`config.mk`:
```
export PLATFORM = sky130hd
export DESIGN_NAME = dma_copy_seq_flat
export DESIGN_NICKNAME = d
export VERILOG_FILES = /design/src/rtl/dma_copy_seq_pkg.sv /design/src/rtl/dma_copy_seq_if.sv /design/src/rtl/dma_copy_seq.sv /design/src/flat_wrapper.sv
export SDC_FILE = /design/constraint.sdc
export NUM_CORES = 1
export LEC_CHECK = 0
export ABC_AREA = 1
export BUFFER_PORTS_ARGS = -buffer_cell sky130_fd_sc_hd__buf_2
export CORE_ASPECT_RATIO = 0.9
export CORE_MARGIN = 1.5
export CORE_UTILIZATION = 60
export CTS_BUF_LIST = sky130_fd_sc_hd__clkbuf_4 sky130_fd_sc_hd__clkbuf_8
export DETAILED_ROUTE_END_ITERATION = 6
export PLACE_DENSITY = 0.79
export SYNTH_ARGS = -nofsm -noshare
export SYNTH_HDL_FRONTEND = slang
export SYNTH_SLANG_ARGS = --single-unit
```
`constraint.sdc`:
```
create_clock -name clk -period 1.81 [get_ports clk]
set_input_delay 0.2715 -clock clk [delete_from_list [all_inputs] [get_ports clk]]
set_output_delay 0.2715 -clock clk [all_outputs]
set_load 0.02 [all_outputs]
```
`src/rtl/dma_copy_seq_pkg.sv`:
```
// Shared types and constants for the memory-to-memory copy sequencer.
// Optional feature macro used by the sequencer: DMA_COPY_FILL_EN.
package dma_copy_seq_pkg;

  localparam int DEF_ADDR_W = 21;
  localparam int DEF_LEN_W  = 16;

  localparam logic [1:0] CFG_SEL_SRC  = 2'd0;
  localparam logic [1:0] CFG_SEL_DST  = 2'd1;
  localparam logic [1:0] CFG_SEL_LEN  = 2'd2;
  localparam logic [1:0] CFG_SEL_CTRL = 2'd3;

  typedef enum logic [2:0] {
    ST_IDLE    = 3'd0,
    ST_RD_REQ  = 3'd1,
    ST_RD_WAIT = 3'd2,
    ST_WR_REQ  = 3'd3,
    ST_WR_WAIT = 3'd4,
    ST_FIN     = 3'd5
  } state_e;

endpackage

```
`src/rtl/dma_copy_seq_if.sv`:
```
// Config and dma_access handshake bundle for dma_copy_seq.
// master = the sequencer itself, slave = the Z80 register side plus dma_access.
interface dma_copy_seq_if
  import dma_copy_seq_pkg::*;
#(
  parameter int ADDR_W = DEF_ADDR_W
) ();

  logic              cfg_we;
  logic [1:0]        cfg_sel;
  logic [ADDR_W-1:0] cfg_wd;
  logic              cfg_start;
  logic              cfg_abort;
  logic              busy;
  logic              done;
  logic              aborted;
  logic              dma_req;
  logic              dma_rnw;
  logic [ADDR_W-1:0] dma_addr;
  logic [7:0]        dma_wd;
  logic              dma_busynready;
  logic [7:0]        mem_dma_rd;

  modport master (
    input  cfg_we, cfg_sel, cfg_wd, cfg_start, cfg_abort,
    input  dma_busynready, mem_dma_rd,
    output busy, done, aborted,
    output dma_req, dma_rnw, dma_addr, dma_wd
  );

  modport slave (
    output cfg_we, cfg_sel, cfg_wd, cfg_start, cfg_abort,
    output dma_busynready, mem_dma_rd,
    input  busy, done, aborted,
    input  dma_req, dma_rnw, dma_addr, dma_wd
  );

endinterface

```
`src/rtl/dma_copy_seq.sv`:
```
// Copy sequencer: alternating one-shot read/write requests to dma_access.
// Fill mode (write a constant byte, no reads) exists only with DMA_COPY_FILL_EN.
//
// state      | meaning
// IDLE       | config writes accepted, waiting for start
// RD_REQ     | read request held until dma_access reports busy
// RD_WAIT    | read in flight, byte captured when busy drops
// WR_REQ     | write request held until dma_access reports busy
// WR_WAIT    | write in flight, counters step when busy drops
// FIN        | one-cycle done pulse, busy already low
module dma_copy_seq
  import dma_copy_seq_pkg::*;
#(
  parameter int ADDR_W = DEF_ADDR_W,
  parameter int LEN_W  = DEF_LEN_W
) (
  input  logic          clk,
  input  logic          rst_n,
  dma_copy_seq_if.master bus
);

  state_e            state_q;
  logic [ADDR_W-1:0] src_q;
  logic [ADDR_W-1:0] dst_q;
  logic [LEN_W-1:0]  len_q;
  logic              abort_pend_q;
  logic              busy_q;
  logic              done_q;
  logic              aborted_q;
  logic              req_q;
  logic              rnw_q;
  logic [ADDR_W-1:0] addr_q;
  logic [7:0]        wd_q;
`ifdef DMA_COPY_FILL_EN
  logic              fill_q;
  logic [7:0]        fill_byte_q;
`endif

  logic abort_now;
  logic last_byte;
  logic [ADDR_W-1:0] src_inc;
  logic [ADDR_W-1:0] dst_inc;

  assign abort_now = abort_pend_q | bus.cfg_abort;
  assign last_byte = (len_q == LEN_W'(1));
  assign src_inc   = src_q + ADDR_W'(1);
  assign dst_inc   = dst_q + ADDR_W'(1);

  always_ff @(posedge clk or negedge rst_n) begin
    if (!rst_n) begin
      state_q      <= ST_IDLE;
      src_q        <= '0;
      dst_q        <= '0;
      len_q        <= '0;
      abort_pend_q <= 1'b0;
      busy_q       <= 1'b0;
      done_q       <= 1'b0;
      aborted_q    <= 1'b0;
      req_q        <= 1'b0;
      rnw_q        <= 1'b0;
      addr_q       <= '0;
      wd_q         <= '0;
`ifdef DMA_COPY_FILL_EN
      fill_q       <= 1'b0;
      fill_byte_q  <= '0;
`endif
    end else begin
      done_q <= 1'b0;
      // An access already handed to dma_access cannot be cancelled, so abort is deferred.
      if (state_q != ST_IDLE && state_q != ST_FIN && bus.cfg_abort)
        abort_pend_q <= 1'b1;

      case (state_q)
        ST_IDLE: begin
          if (bus.cfg_we) begin
            case (bus.cfg_sel)
              CFG_SEL_SRC: src_q <= bus.cfg_wd;
              CFG_SEL_DST: dst_q <= bus.cfg_wd;
              CFG_SEL_LEN: len_q <= bus.cfg_wd[LEN_W-1:0];
              default: begin
`ifdef DMA_COPY_FILL_EN
                fill_q      <= bus.cfg_wd[0];
                fill_byte_q <= bus.cfg_wd[15:8];
`endif
              end
            endcase
          end
          if (bus.cfg_start) begin
            aborted_q    <= 1'b0;
            abort_pend_q <= 1'b0;
            if (len_q == '0) begin
              state_q <= ST_FIN;
              done_q  <= 1'b1;
            end else begin
              busy_q <= 1'b1;
              req_q  <= 1'b1;
`ifdef DMA_COPY_FILL_EN
              if (fill_q) begin
                state_q <= ST_WR_REQ;
                rnw_q   <= 1'b0;
                addr_q  <= dst_q;
                wd_q    <= fill_byte_q;
              end else begin
                state_q <= ST_RD_REQ;
                rnw_q   <= 1'b1;
                addr_q  <= src_q;
              end
`else
              state_q <= ST_RD_REQ;
              rnw_q   <= 1'b1;
              addr_q  <= src_q;
`endif
            end
          end
        end

        ST_RD_REQ: begin
          if (bus.dma_busynready) begin
            req_q   <= 1'b0;
            state_q <= ST_RD_WAIT;
          end
        end

        ST_RD_WAIT: begin
          if (!bus.dma_busynready) begin
            wd_q <= bus.mem_dma_rd;
            if (abort_now) begin
              state_q   <= ST_FIN;
              busy_q    <= 1'b0;
              done_q    <= 1'b1;
              aborted_q <= 1'b1;
            end else begin
              state_q <= ST_WR_REQ;
              req_q   <= 1'b1;
              rnw_q   <= 1'b0;
              addr_q  <= dst_q;
            end
          end
        end

        ST_WR_REQ: begin
          if (bus.dma_busynready) begin
            req_q   <= 1'b0;
            state_q <= ST_WR_WAIT;
          end
        end

        ST_WR_WAIT: begin
          if (!bus.dma_busynready) begin
            dst_q <= dst_inc;
            len_q <= len_q - LEN_W'(1);
`ifdef DMA_COPY_FILL_EN
            if (!fill_q) src_q <= src_inc;
`else
            src_q <= src_inc;
`endif
            if (last_byte || abort_now) begin
              state_q   <= ST_FIN;
              busy_q    <= 1'b0;
              done_q    <= 1'b1;
              aborted_q <= !last_byte;
            end else begin
              req_q <= 1'b1;
`ifdef DMA_COPY_FILL_EN
              if (fill_q) begin
                state_q <= ST_WR_REQ;
                addr_q  <= dst_inc;
              end else begin
                state_q <= ST_RD_REQ;
                rnw_q   <= 1'b1;
                addr_q  <= src_inc;
              end
`else
              state_q <= ST_RD_REQ;
              rnw_q   <= 1'b1;
              addr_q  <= src_inc;
`endif
            end
          end
        end

        ST_FIN:  state_q <= ST_IDLE;
        default: state_q <= ST_IDLE;
      endcase
    end
  end

  assign bus.busy     = busy_q;
  assign bus.done     = done_q;
  assign bus.aborted  = aborted_q;
  assign bus.dma_req  = req_q;
  assign bus.dma_rnw  = rnw_q;
  assign bus.dma_addr = addr_q;
  assign bus.dma_wd   = wd_q;

endmodule

```
`src/flat_wrapper.sv`:
```
// flat-port wrapper written by rule: the top's interface ports become plain ports
module dma_copy_seq_flat import dma_copy_seq_pkg::*;
#(
  parameter int ADDR_W = DEF_ADDR_W,
  parameter int LEN_W  = DEF_LEN_W
)
  (clk, rst_n, bus_cfg_we, bus_cfg_sel, bus_cfg_wd, bus_cfg_start, bus_cfg_abort, bus_dma_busynready, bus_mem_dma_rd, bus_busy, bus_done, bus_aborted, bus_dma_req, bus_dma_rnw, bus_dma_addr, bus_dma_wd);
  dma_copy_seq_if #(.ADDR_W(ADDR_W)) bus_i ();
  input  logic clk;
  input  logic rst_n;
  input wire logic [$bits(bus_i.cfg_we)-1:0] bus_cfg_we;
  input wire logic [$bits(bus_i.cfg_sel)-1:0] bus_cfg_sel;
  input wire logic [$bits(bus_i.cfg_wd)-1:0] bus_cfg_wd;
  input wire logic [$bits(bus_i.cfg_start)-1:0] bus_cfg_start;
  input wire logic [$bits(bus_i.cfg_abort)-1:0] bus_cfg_abort;
  input wire logic [$bits(bus_i.dma_busynready)-1:0] bus_dma_busynready;
  input wire logic [$bits(bus_i.mem_dma_rd)-1:0] bus_mem_dma_rd;
  output wire logic [$bits(bus_i.busy)-1:0] bus_busy;
  output wire logic [$bits(bus_i.done)-1:0] bus_done;
  output wire logic [$bits(bus_i.aborted)-1:0] bus_aborted;
  output wire logic [$bits(bus_i.dma_req)-1:0] bus_dma_req;
  output wire logic [$bits(bus_i.dma_rnw)-1:0] bus_dma_rnw;
  output wire logic [$bits(bus_i.dma_addr)-1:0] bus_dma_addr;
  output wire logic [$bits(bus_i.dma_wd)-1:0] bus_dma_wd;
  assign bus_i.cfg_we = bus_cfg_we;
  assign bus_i.cfg_sel = bus_cfg_sel;
  assign bus_i.cfg_wd = bus_cfg_wd;
  assign bus_i.cfg_start = bus_cfg_start;
  assign bus_i.cfg_abort = bus_cfg_abort;
  assign bus_i.dma_busynready = bus_dma_busynready;
  assign bus_i.mem_dma_rd = bus_mem_dma_rd;
  assign bus_busy = bus_i.busy;
  assign bus_done = bus_i.done;
  assign bus_aborted = bus_i.aborted;
  assign bus_dma_req = bus_i.dma_req;
  assign bus_dma_rnw = bus_i.dma_rnw;
  assign bus_dma_addr = bus_i.dma_addr;
  assign bus_dma_wd = bus_i.dma_wd;
  dma_copy_seq #(.ADDR_W(ADDR_W), .LEN_W(LEN_W)) u_core (.clk(clk), .rst_n(rst_n), .bus(bus_i));
endmodule
```
==> flow_summary.ini <==
[outcome]
status = finished with violations
violations = negative setup slack

[critical_path]
end_kind = flip-flop
critPathLaunchType = flip-flop
crit_buf_inv = 3
arrival_ns = 2.14
r2r_slack_ns = -0.006
crit_path_cell_trace = inv_2, nand2_2, nor2_4, nand2_1, nand3b_1, nand2_4, inv_2, nand2_4, buf_12, nand2_1, nand2_1
worstReg2RegStart = u_core.state_q[0]
path_max_fanout = 12
critPathTopFamily = simple AND/OR/NAND/NOR gates
path_common_cell = nand2_1
rr_endpoint = u_core.bus.dma_addr[8]
worstPathRequired_ns = 2.13
cpPeakStageDelay_ns = 0.45
path_class = reg -> reg
worst_r2r_path_depth = 11
crit_slowest_cell = dfrtp_2

[global_route]
grt.overflow.total = 0
grt_max_degree = 52
grt_pass1_vias = 5542
grt_pass1_wl_um = 26700
antenna_found_initial = 0
grt_usage = 0.327

[pwr]
leakage_nw = 3.58
p_per_area_nw_per_um2 = 1900
worst_ir_drop_vdd_mv = 0.977

[die]
die_area_um2 = 10400
die_x_um = 107
coreArea_um2 = 9570
start_util = 0.613
rows = 34
die_h_um = 96.8
io_pins = 71

[clock_network]
cts_tree = done
cts-root-buf = clkbuf_8
clock_latency_ns = 0.39
h-tree-depth = 3
clkTransAtPathRegs_ns = 0.10
clock_path_buffers = 2
numCtsBuffers = 9
clock_sinks = 96

[sta]
drv_slew = 0
max_clock_freq_mhz = 551
finClkSkew_ns = 0.0278
max-slew-margin-rel = 0.653
min_period_ns = 1.82
fin_crit_sh = 1.00
tightest_slew_ns = 0.521
hold_violations = 0
setup_viol = 2
rsz0062_at_grt = yes
setup_slack_ns = -0.00576

[finish]
final_cell_mix = nand2_1 (266), nor2_1 (121), dfrtp_1 (94)
syn2layout_area_growth_pct = 20.0
finish.utilization = 0.736
layout_commonest_cell = nand2_1
nFillCells = 735
num-nets-final = 1010
num_antenna_cells = 0
drive_gt1_frac = 0.186
post-route-cell-area_um2 = 7040

[synthesis]
ys_types = 36
netlist_instances = 858
synth_top_area_frac = 0.409
yosysWarningCount = 0
yosysTopAreaCell = dfrtp_1
synth_area_um2 = 5870
syn_area_per_cell_um2 = 6.84
ys_ff_latch = 96
synth_top_cells_by_area = dfrtp_1 (41%), nand2_1 (17%), nor2_1 (8.2%)
synthesis.nets = 900
ys_seq_area_frac = 0.409

[hold_path]
whs_path_depth = 2
hold_end = u_core.bus.dma_wd[1]
hp-start = bus_mem_dma_rd[1]
hp-class = in -> reg

[route]
drt_iter0_drc = 601
routed_via_density = 5.66
drc = 0
drt-total-wl_um = 17000
dr.pass1.iters = 6
vias = 6211
wl_per_cell_um = 15.5
antenna_left = 0

[placement]
hpwlAfterDp_um = 11800
port-buffer-count = 70
globalplace.congestion = 0.966
placedInstanceArea_um2 = 6610
post-place-ws_ns = -0.0654

[job]
drv_cap = 0
## cells in the mapped netlist, drive strengths merged
master / n
clkbuf: 5
nor3: 3
nor2: 132
o21bai: 4
a22oi: 6
o211ai: 5
buf: 22
o221ai: 2
nand3: 72
o21ai: 44
nand4: 6
nand3b: 4
xnor2: 1
xor2: 4
clkinv: 1
mux2: 8
or2: 2
inv: 95
ha: 5
nor4: 1
a31oi: 22
o22ai: 8
a21oi: 37
dfrtp: 96
nand2: 273
## cells by family (layout without fill, tap and decap cells)
group | count (synthesis) | count (layout) | share of synthesized area
simple gates | 493 | 494 | 0.344
mux | 8 | 8 | 0.0153
flops | 96 | 96 | 0.409
fa+ha+maj | 5 | 5 | 0.0107
buf+inv | 123 | 236 | 0.0874
xor+xnor | 5 | 5 | 0.00746
compound gates | 128 | 128 | 0.126
## area by class of cell
class / instances / area [um2] / share of cell area
clock inverters: 6 / 67.6 / 0.00959
clock buffers: 9 / 124 / 0.0176
repair buffers: 125 / 877 / 0.125
flip-flops and latches: 96 / 2400 / 0.341
well taps: 126 / 158 / 0.0224
multi-input cells: 640 / 3050 / 0.433
inverters: 96 / 362 / 0.0513
## metrics by stage
stage	TNS [ns]	power [mW]	std cells	hold WS [ns]
global placement	0	10.8	1065	0.269
global route	-0.965	14.5	1098	0.107
CTS	0	12.8	1084	0.117
floorplan	0	8.97	858	-0.0241
finish	-0.00912	13.4	1098	0.120
detailed placement	-0.151	11.1	1065	0.284
## what timing repair did
item,in CTS,in global routing
pin swaps,3,6
setup endpoints to repair,16,46
buffers inserted,2,12
hold buffers,1,0
gates cloned,1,2
hold endpoints to repair,36,0
resized for setup,7,20
## worst register-to-register path, stage by stage (launching register included)
cell and delay [ns]:
dfrtp_2 0.45, inv_2 0.09, nand2_2 0.09, nor2_4 0.15
nand2_1 0.06, nand3b_1 0.27, nand2_4 0.20, inv_2 0.08
nand2_4 0.10, buf_12 0.14, nand2_1 0.06, nand2_1 0.07
## worst max path at each step
stage	slack, ns	cells past startpoint	to	from
global placement	0.07	10	u_core.bus.dma_req	u_core.state_q[0]
floorplan	0.14	11	u_core.bus.dma_addr[11]	u_core.state_q[1]
CTS	0.01	11	u_core.bus.dma_addr[8]	u_core.state_q[0]
detailed placement	-0.07	9	u_core.bus.dma_addr[8]	u_core.state_q[2]
global route	-0.06	9	u_core.len_q[4]	u_core.state_q[2]
finish	-0.006	11	u_core.bus.dma_addr[8]	u_core.state_q[0]
## power breakdown
group,switching (mW),internal [mW]
Clock,0.844,0.640
Sequential,1.01,3.25
Combinational,4.75,2.90
## sequential cells by signal, summed over array words and instances, names as in the netlist
signal,count
u_core.bus.aborted,1
u_core.bus.dma_rnw,1
u_core.abort_pend_q,1
u_core.bus.done,1
u_core.state_q,3
u_core.dst_q,21
u_core.src_q,21
u_core.bus.busy,1
u_core.len_q,16
u_core.bus.dma_wd,8
u_core.bus.dma_addr,21
u_core.bus.dma_req,1
## per-layer routing
layer  share of wire  track usage
met2            0.45        0.484
met3           0.088       0.0660
met5               0            0
met4           0.033        0.132
met1            0.43        0.469
Note: power is estimated with default switching activity, not from simulation.
